**src/rtl/tl_pkg.sv**
```systemverilog
// TileLink shared definitions: channel opcodes, E-channel payload and a
// helper for GrantData beat counting.
package tl_pkg;

    localparam logic [2:0] ACCESSACKDATA = 3'd1;
    localparam logic [2:0] GRANT         = 3'd4;
    localparam logic [2:0] GRANTDATA     = 3'd5;

    // Widest sink id any node may use; narrower sinks are zero-extended.
    localparam int TL_SINK_MAX_W = 8;

    // Beat counter width: 2^15 bytes at 1 byte/beat still fits.
    localparam int TL_BEAT_W = 16;

    typedef struct packed {
        logic [TL_SINK_MAX_W-1:0] sink;
    } tl_e_t;

    // Index of the last beat of a data message: max(1, 2^size/bytes) - 1.
    function automatic logic [TL_BEAT_W-1:0] last_beat_idx(input logic [3:0] size,
                                                            input int lg_bytes);
        if (int'(size) > lg_bytes)
            return TL_BEAT_W'((32'd1 << (int'(size) - lg_bytes)) - 32'd1);
        return '0;
    endfunction

endpackage

```
**src/rtl/tl_sink_fifo.sv**
```systemverilog
// Small FIFO of sink ids. Pointers wrap naturally (DEPTH is a power of two);
// the extra count bit separates full from empty.
module tl_sink_fifo #(
    parameter int DEPTH  = 4,
    parameter int SINK_W = 3
) (
    input  logic              clk_i,
    input  logic              rst_i,
    input  logic              push_i,
    input  logic [SINK_W-1:0] din_i,
    input  logic              pop_i,
    output logic [SINK_W-1:0] dout_o,
    output logic              empty_o,
    output logic              full_o
);

    localparam int PW = $clog2(DEPTH);

    logic [SINK_W-1:0] mem [DEPTH];
    logic [PW-1:0]     wr_ptr, rd_ptr;
    logic [PW:0]       count;
    logic              do_push, do_pop;

    assign empty_o = (count == '0);
    assign full_o  = (count == (PW+1)'(DEPTH));
    assign do_push = push_i & ~full_o;
    assign do_pop  = pop_i & ~empty_o;
    assign dout_o  = mem[rd_ptr];

    // Pointer and occupancy tracking; simultaneous push/pop leaves count alone.
    always_ff @(posedge clk_i or negedge rst_i) begin
        if (!rst_i) begin
            wr_ptr <= '0;
            rd_ptr <= '0;
            count  <= '0;
        end else begin
            if (do_push) wr_ptr <= wr_ptr + 1'b1;
            if (do_pop)  rd_ptr <= rd_ptr + 1'b1;
            case ({do_push, do_pop})
                2'b10:   count <= count + 1'b1;
                2'b01:   count <= count - 1'b1;
                default: count <= count;
            endcase
        end
    end

    // Storage needs no reset: entries are only read while counted valid.
    always_ff @(posedge clk_i) begin
        if (do_push) mem[wr_ptr] <= din_i;
    end

endmodule

```
**src/rtl/tl_grant_ack_gen.sv**
```systemverilog
// Watches D-channel Grant/GrantData traffic and queues a GrantAck (E beat)
// for each completed message. D is only stalled on the last beat of a Grant
// when the ack queue is already full, so no ack is ever dropped.
module tl_grant_ack_gen
    import tl_pkg::*;
#(
    parameter int SINK_W     = 3,
    parameter int DATA_BYTES = 8,
    parameter int DEPTH      = 4
) (
    input  logic              clk_i,
    input  logic              rst_i,
    input  logic              d_valid_i,
    output logic              d_ready_o,
    input  logic [2:0]        d_opcode_i,
    input  logic [3:0]        d_size_i,
    input  logic [SINK_W-1:0] d_sink_i,
    output logic              d_valid_o,
    input  logic              d_ready_i,
    output logic              e_valid_o,
    input  logic              e_ready_i,
    output tl_e_t             e_bits_o
);

    localparam int LG_DB = $clog2(DATA_BYTES);

    logic [TL_BEAT_W-1:0] beat_cnt;
    logic [TL_BEAT_W-1:0] last_idx;
    logic                 is_grant, is_gdata, is_last, stall;
    logic                 d_fire, e_fire, push;
    logic                 q_empty, q_full;
    logic [SINK_W-1:0]    q_head;

    assign is_gdata = (d_opcode_i == GRANTDATA);
    assign is_grant = (d_opcode_i == GRANT) | is_gdata;
    assign last_idx = is_gdata ? last_beat_idx(d_size_i, LG_DB) : '0;
    assign is_last  = (d_opcode_i == GRANT) | (beat_cnt == last_idx);

    // Stall uses the registered full flag only; a same-cycle pop does not help.
    assign stall     = q_full & is_grant & is_last;
    assign d_ready_o = d_ready_i & ~stall;
    assign d_valid_o = d_valid_i & ~stall;

    assign d_fire = d_valid_i & d_ready_o;
    assign e_fire = e_valid_o & e_ready_i;
    assign push   = d_fire & is_grant & is_last;

    // Beat position within a GrantData burst; wraps to 0 after the last beat.
    always_ff @(posedge clk_i or negedge rst_i) begin
        if (!rst_i)
            beat_cnt <= '0;
        else if (d_fire && is_gdata)
            beat_cnt <= is_last ? '0 : beat_cnt + 1'b1;
    end

    tl_sink_fifo #(
        .DEPTH  (DEPTH),
        .SINK_W (SINK_W)
    ) u_fifo (
        .clk_i   (clk_i),
        .rst_i   (rst_i),
        .push_i  (push),
        .din_i   (d_sink_i),
        .pop_i   (e_fire),
        .dout_o  (q_head),
        .empty_o (q_empty),
        .full_o  (q_full)
    );

    assign e_valid_o = ~q_empty;

    // E payload: only sink is meaningful, the rest stays zero.
    always_comb begin
        e_bits_o      = '0;
        e_bits_o.sink = TL_SINK_MAX_W'(q_head);
    end

endmodule

```
**config.mk**
```make
export PLATFORM = sky130hd
export DESIGN_NAME = tl_grant_ack_gen
export DESIGN_NICKNAME = d
export VERILOG_FILES = /design/src/rtl/tl_pkg.sv /design/src/rtl/tl_sink_fifo.sv /design/src/rtl/tl_grant_ack_gen.sv
export SDC_FILE = /design/constraint.sdc
export NUM_CORES = 1
export LEC_CHECK = 0
export ABC_AREA = 1
export BUFFER_PORTS_ARGS = -buffer_cell sky130_fd_sc_hd__buf_2
export CORE_MARGIN = 5
export CORE_UTILIZATION = 40
export CTS_CLUSTER_DIAMETER = 80
export DETAILED_ROUTE_END_ITERATION = 10
export PLACE_DENSITY = 0.65
export SLEW_MARGIN = 20
export SYNTH_ARGS = -nofsm -noshare
export SYNTH_HDL_FRONTEND = slang
export SYNTH_SLANG_ARGS = --single-unit
```
**constraint.sdc**
```tcl
create_clock -name clk_i -period 2.94 [get_ports clk_i]
set_input_delay 0.441 -clock clk_i [delete_from_list [all_inputs] [get_ports clk_i]]
set_output_delay 0.441 -clock clk_i [all_outputs]
set_load 0.01 [all_outputs]
```
# Word-level counts from Yosys, hierarchy flattened
# Memory sizes are Yosys's and may differ from the RTL's.
# Cells that the tools add are included.
[totals] n_memories=1 mem_bits_rw=12 out_inout_bits=11 input_bits=15 wordCells=46 regBits=23
[op_classes] bitwise_logic=15 n_reduce_logical=3 n_lt_le_gt_ge=1 addsub=7 eq_ne=6 mux=8 shifts=1
[mem_list] memory="u_fifo.mem" depth=4 width=3 read_ports=1 rd_clocked_by_memory_dff=0 wr=1 line="tl_sink_fifo.sv:19" text="logic [SINK_W-1:0] mem [DEPTH];"
[op_table] cell="$mux W16" count=4
[op_table] cell="$shl A1 B32 Y16 const A" count=1
[op_table] cell="$add A16 B1 Y16 const B" count=1
[op_table] cell="$eq A16 B16 Y1" count=1
[op_table] cell="$sub A16 B1 Y16 const B" count=1
[op_table] cell="$and A1 B1 Y1" count=10
[op_table] cell="$eq A3 B3 Y1 const B" count=3
[op_table] cell="$pmux W3 S2" count=1
[op_table] cell="$sub A4 B2 Y5 const B" count=1
[op_table] cell="$add A2 B1 Y2 const B" count=2
[op_table] cell="$gt A4 B2 Y1 const B" count=1
[op_table] cell="$add A3 B1 Y3 const B" count=1
[op_table] cell="$logic_not A3 Y1" count=1
[op_table] cell="$mux W1" count=3
[op_table] cell="$not A1 Y1" count=3
[op_table] cell="$sub A3 B1 Y3 const B" count=1
[op_table] cell="$eq A2 B1 Y1 const B" count=1
[op_table] cell="$eq A2 B2 Y1 const B" count=1
[op_table] cell="$or A1 B1 Y1" count=2
[op_table] cell="$reduce_bool A2 Y1" count=1
[op_table] cell="$logic_and A1 B1 Y1" count=1

# Logic depth before layout (Yosys ltp)
[depth] word_depth=17 mapped_depth=26 depth_no_buf=26

# Hierarchy
# A second synthesis with hierarchy kept.
[unflattened] hier_cells=466 hier_area_um2=3281.9
[by_module_without_submodules] module="tl_grant_ack_gen" cells_per_inst=370 area_each_um2=2324.7 n_inst=1 seq_area_each_um2=400.4
[by_module_without_submodules] module="tl_sink_fifo" cells_per_inst=96 area_each_um2=957.2 n_inst=1 seq_area_each_um2=535.5

# Worst setup path before layout
# Ideal clock, no wire load.
[synth_path] path_kind="in2reg" startpoint="input port d_size_i[0]" endpoint="register u_fifo.count[2]" required_ps=2809 path_slack_ps=-749 n_path_buf=0 setup_ps=131 stages=25 arrival_ps=3559 path_cell_list="ha_1 > inv_1 > nand2_1 > nand2_1 > inv_1 > nor2_1 > nand2_2 > ha_1 > nor2_1 > xor2_1 > nor2_1 > nand3_1 > nor2_1 > nand4_1 > nor2_1 > nand3_2 > nand2_4 > nand2_2 > nand4_2 > ha_1 > inv_1 > fa_1 > a21oi_1 > o21ai_0 > xor2_1"
[synth_between] elab_chain_len=17 elab_cells_between_ends=21 classes_between="2 x add/sub; 1 x order compare; 3 x eq/ne; 1 x shift; 5 x mux; 8 x bitwise; 1 x reduce/logical"
[synth_rtl] element="start: declaration" line="tl_grant_ack_gen.sv:16" text="input logic [3:0] d_size_i,"
[synth_rtl] element="$sub A4 B2 Y5" line="tl_pkg.sv:23" text="return TL_BEAT_W'((32'd1 << (int'(size) - lg_bytes)) - 32'd1);"
[synth_rtl] element="$shl A1 B32 Y16" line="tl_pkg.sv:23"
[synth_rtl] element="$sub A16 B1 Y16" line="tl_pkg.sv:23"
[synth_rtl] element="$mux W16" line="tl_pkg.sv:22" text="if (int'(size) > lg_bytes)"
[synth_rtl] element="$mux W16 (*)" line="tl_pkg.sv:24" text="return '0;"
[synth_rtl] element="$mux W16 (*)" line="tl_grant_ack_gen.sv:36" text="assign last_idx = is_gdata ? last_beat_idx(d_size_i, LG_DB) : '0;"
[synth_rtl] element="$eq A16 B16 Y1 (*)" line="tl_grant_ack_gen.sv:37" text="assign is_last = (d_opcode_i == GRANT) | (beat_cnt == last_idx);"
[synth_rtl] element="$or A1 B1 Y1 (*)" line="tl_grant_ack_gen.sv:37"
[synth_rtl] element="$and A1 B1 Y1" line="tl_grant_ack_gen.sv:40" text="assign stall = q_full & is_grant & is_last;"
[synth_rtl] element="$not A1 Y1" line="tl_grant_ack_gen.sv:41" text="assign d_ready_o = d_ready_i & ~stall;"
[synth_rtl] element="$and A1 B1 Y1" line="tl_grant_ack_gen.sv:41"
[synth_rtl] element="$and A1 B1 Y1" line="tl_grant_ack_gen.sv:44" text="assign d_fire = d_valid_i & d_ready_o;"
[synth_rtl] element="$and A1 B1 Y1" line="tl_grant_ack_gen.sv:46" text="assign push = d_fire & is_grant & is_last;"
[synth_rtl] element="$and A1 B1 Y1 (*)" line="tl_grant_ack_gen.sv:46"
[synth_rtl] element="$and A1 B1 Y1 (*)" line="tl_sink_fifo.sv:26" text="assign do_push = push_i & ~full_o;"
[synth_rtl] element="$eq A2 B1 Y1 or $eq A2 B2 Y1 (tied branches)" line="tl_sink_fifo.sv:39" text="case ({do_push, do_pop})"
[synth_rtl] element="$pmux W3 S2 or $reduce_bool A2 Y1 (tied branches)"
[synth_rtl] element="end signal: assignment" line="tl_sink_fifo.sv:40" text="2'b10: count <= count + 1'b1;"
[synth_rtl] element="end signal: assignment" line="tl_sink_fifo.sv:41" text="2'b01: count <= count - 1'b1;"
[synth_rtl] element="end signal: assignment" line="tl_sink_fifo.sv:42" text="default: count <= count;"
[synth_rtl] element="end: declaration" line="tl_sink_fifo.sv:21" text="logic [PW:0] count;"
# Mark *: on every way between the ends. The rest lies on a longest branch, timed or not. The select of a mux whose other input is x is not followed.
# A chain may end at the register's enable or synchronous reset.

# Final worst setup path
# Same ends and word-level chain as after synthesis.

==> flow_metrics.tcl <==
set metrics [dict create \
    crit_fanout 4 \
    switchingPower_mw 0.696 \
    start_util_pct 41.4 \
    final-max-slew-violation-count 0 \
    finalCriticalPeriod_ns 3.13 \
    die_area_um2 9390 \
    cts_made_buffers 5 \
    die_width_um 96.9 \
    totalWireLength_um 7660 \
    grt_start_max_net_pins 24 \
    power_frac_clock_pct 18.7 \
    worstSetupEndpointType "register" \
    grtUsageTotal_pct 16.5 \
    sequentialPowerShare_pct 36.4 \
    cp_data_arrival_time_ns 3.30 \
    dr.first_iter.drc_count 139 \
    grt_overflow 0 \
    ys_seq_area_share_pct 31.0 \
    synthFlopType "dfrtp_1" \
    ctsHoldBuffers 0 \
    finalPower_mw 1.77 \
    root_buffer "clkbuf_8" \
    violations "negative setup slack" \
    synthCells 433 \
    num-nets-final 527 \
    core_um2 7290 \
    outcome "finished, violations left" \
    worstSetupStartpointType "input pin" \
    clock_path_buffers 2 \
    max_freq_mhz 319 \
    antenna_found_initial 0 \
    worstMarginPinSlew_ns 0.547 \
    via_per_inst 4.93 \
    antenna_cells 0 \
    required_ns 3.10 \
    multi_input_area_um2 2030 \
    skew_ns 0.00712 \
    intPower_mw 1.07 \
    syn_area_um2 3020 \
    cts_tree "done" \
    slowest_stage "fa_2" \
    layout-drive-gt1-share_pct 28.8 \
    synth_cell_types 38 \
    port_buffers 20 \
    synth_top_area_cell "dfrtp_1" \
    rsz0062_at_grt "true" \
    dp_hpwl_um 5830 \
    h-tree-depth 2 \
    synth_edf_count 12 \
    synth.avg_cell_area_um2 6.98 \
    dieHeight_um 96.9 \
    drcViolationCount 0 \
    netSwitchingFraction_pct 39.3 \
    ys_top_cells_by_area "dfrtp_1, nand2_1, edfxtp_1, inv_1, nand4_1" \
    grt_pass1_vias 2884 \
    row_count 31 \
    register_area_um2 936 \
    cp_slowest_stage_delay_ns 0.34 \
    hold_viol 0 \
    relSlewSlack_pct 63.6 \
    antenna_left 0 \
    synth_top_cell_area_share_pct 19.1 \
    worst_slack_ns -0.191 \
    layout_common_cells "nand2_1, inv_1, buf_4" \
    dpl_worst_slack_ns -0.643 \
    drt_pass1_iterations 4 \
    grt_first_pass_wirelength_um 13200 \
    pwr-share-comb_pct 44.8 \
    cap_violations 0 \
    layout_commonest_cell "nand2_1" \
    p_leak_nw 1.87 \
    clk_pin_slew_worst_paths_ns 0.07 \
    wl_per_cell_um 12.9 \
    worstSkewPairLatency_ns 0.28 \
    yosysWarnings 0 \
    num_vias 2937 \
    worst-setup-path-type "input pin to register" \
    ys_async_sr_fraction_pct 65.7 \
    place_congestion 0.964 \
    synth-seq-cells 35 \
    boundaryPins 26 \
    finalSetupViolations 16 \
    hold_path_class "input pin to asynchronous set/reset pin" \
    vdd_drop_max_uv 189 \
    syn_to_final_growth_pct 30.9 \
    post-route-period-util_pct 106 \
    cts_sinks 35 \
    n_fill_cell 697 \
    powerDensity_nw_per_um2 448 \
]
-- metrics by stage --
stage               hold slack [ns]  std cells  utilization, %  TNS [ns]  cell area (um^2)
floorplan                     0.145        437               -    -0.711              3210
global placement              0.463        583            50.2    -10.46              3660
detailed placement            0.468        583            50.2    -11.94              3660
CTS                           0.163        595            53.2    -0.691              3880
global route                  0.184        596            54.2     -4.34              3950
finish                        0.137        596            54.2     -1.12              3950
-- kinds of logic (layout without fill, tap and decap cells) --
kind of cell    count (synthesis)  after routing  share of synthesized area [%]
other cells                     1              5                          0.124
compound gates                 20             20                           4.27
xor+xnor                       21             21                           6.09
simple gates                  266            266                           41.1
buf+inv                        74            134                           10.6
flops                          35             35                           31.0
fa+ha+maj                      16             16                           6.88
-- final timing paths --
path	startpoint	to	slack, ns	cells after the start
setup / recovery	d_size_i[0]	u_fifo.count[2]$_DFFE_PN0P_	-0.19	26
setup reg to reg	beat_cnt[8]$_DFFE_PN0P_	u_fifo.count[2]$_DFFE_PN0P_	0.39	17
hold / removal	rst_i	beat_cnt[8]$_DFFE_PN0P_	0.14	1
max in group asynchronous	rst_i	u_fifo.count[1]$_DFFE_PN0P_	2.43	1
hold reg to reg	u_fifo.count[0]$_DFFE_PN0P_	u_fifo.count[0]$_DFFE_PN0P_	0.47	1
min in group clk_i	d_sink_i[1]	u_fifo.mem[3][1]$_DFFE_PP_	0.39	1
-- cell usage after synthesis, drive strengths merged (2+ instances only) --
cell	count
nand2	123
clkbuf	3
nand4	34
inv	58
ha	15
o22ai	3
xnor2	2
nand3	39
nor3	9
buf	12
nor4	3
o21ai	9
dfrtp	23
edfxtp	12
xor2	19
a21oi	6
nor2	56
-- critical path: cells and delay by family --
kind            cells  cell delay, ns
xor+xnor            2            0.28
simple gates       14            1.18
fa+ha+maj           4            0.92
buf+inv             4            0.24
compound gates      2            0.20
-- per-layer routing --
layer | part of all wire (%) | vias up | global-route usage, %
li1 | - | 1528 | -
met1 | 49 | 1344 | 22.6
met3 | 3.6 | 8 | 2.45
met5 | 0 | - | 0
met4 | 1.2 | 0 | 3.67
met2 | 46 | 57 | 27.3
-- state kept, by name, indices dropped and copies added (netlist names) --
signal / count
u_fifo.count: 3
beat_cnt: 16
u_fifo.mem: 12
u_fifo.wr_ptr: 2
u_fifo.rd_ptr: 2
-- area by class of cell --
type                       count  area share [%]
clock buffer                   6            1.84
inverter                      59            6.52
clock inverter                 2           0.190
timing repair buffer          67            13.3
multi-input combinational    328            51.3
sequential                    35            23.7
tap                           99            3.13
-- power by group through the flow --
stage                     clock (mW)  sequential [mW]  combinational (mW)
after floorplan                    0            0.625               0.523
after global placement             0            0.653               0.709
after detailed placement           0            0.655               0.719
after CTS                      0.340            0.645               0.772
after global routing           0.354            0.659               0.893
final                          0.331            0.645               0.794
-- what timing repair did --
action                                  in CTS  in global routing
gates cloned                                 0                  0
buffers inserted                             4                  1
resized for setup                           31                 19
pin swaps                                   12                  9
endpoints found under the setup margin      17                 19
Power figures use the tool's default switching activity.
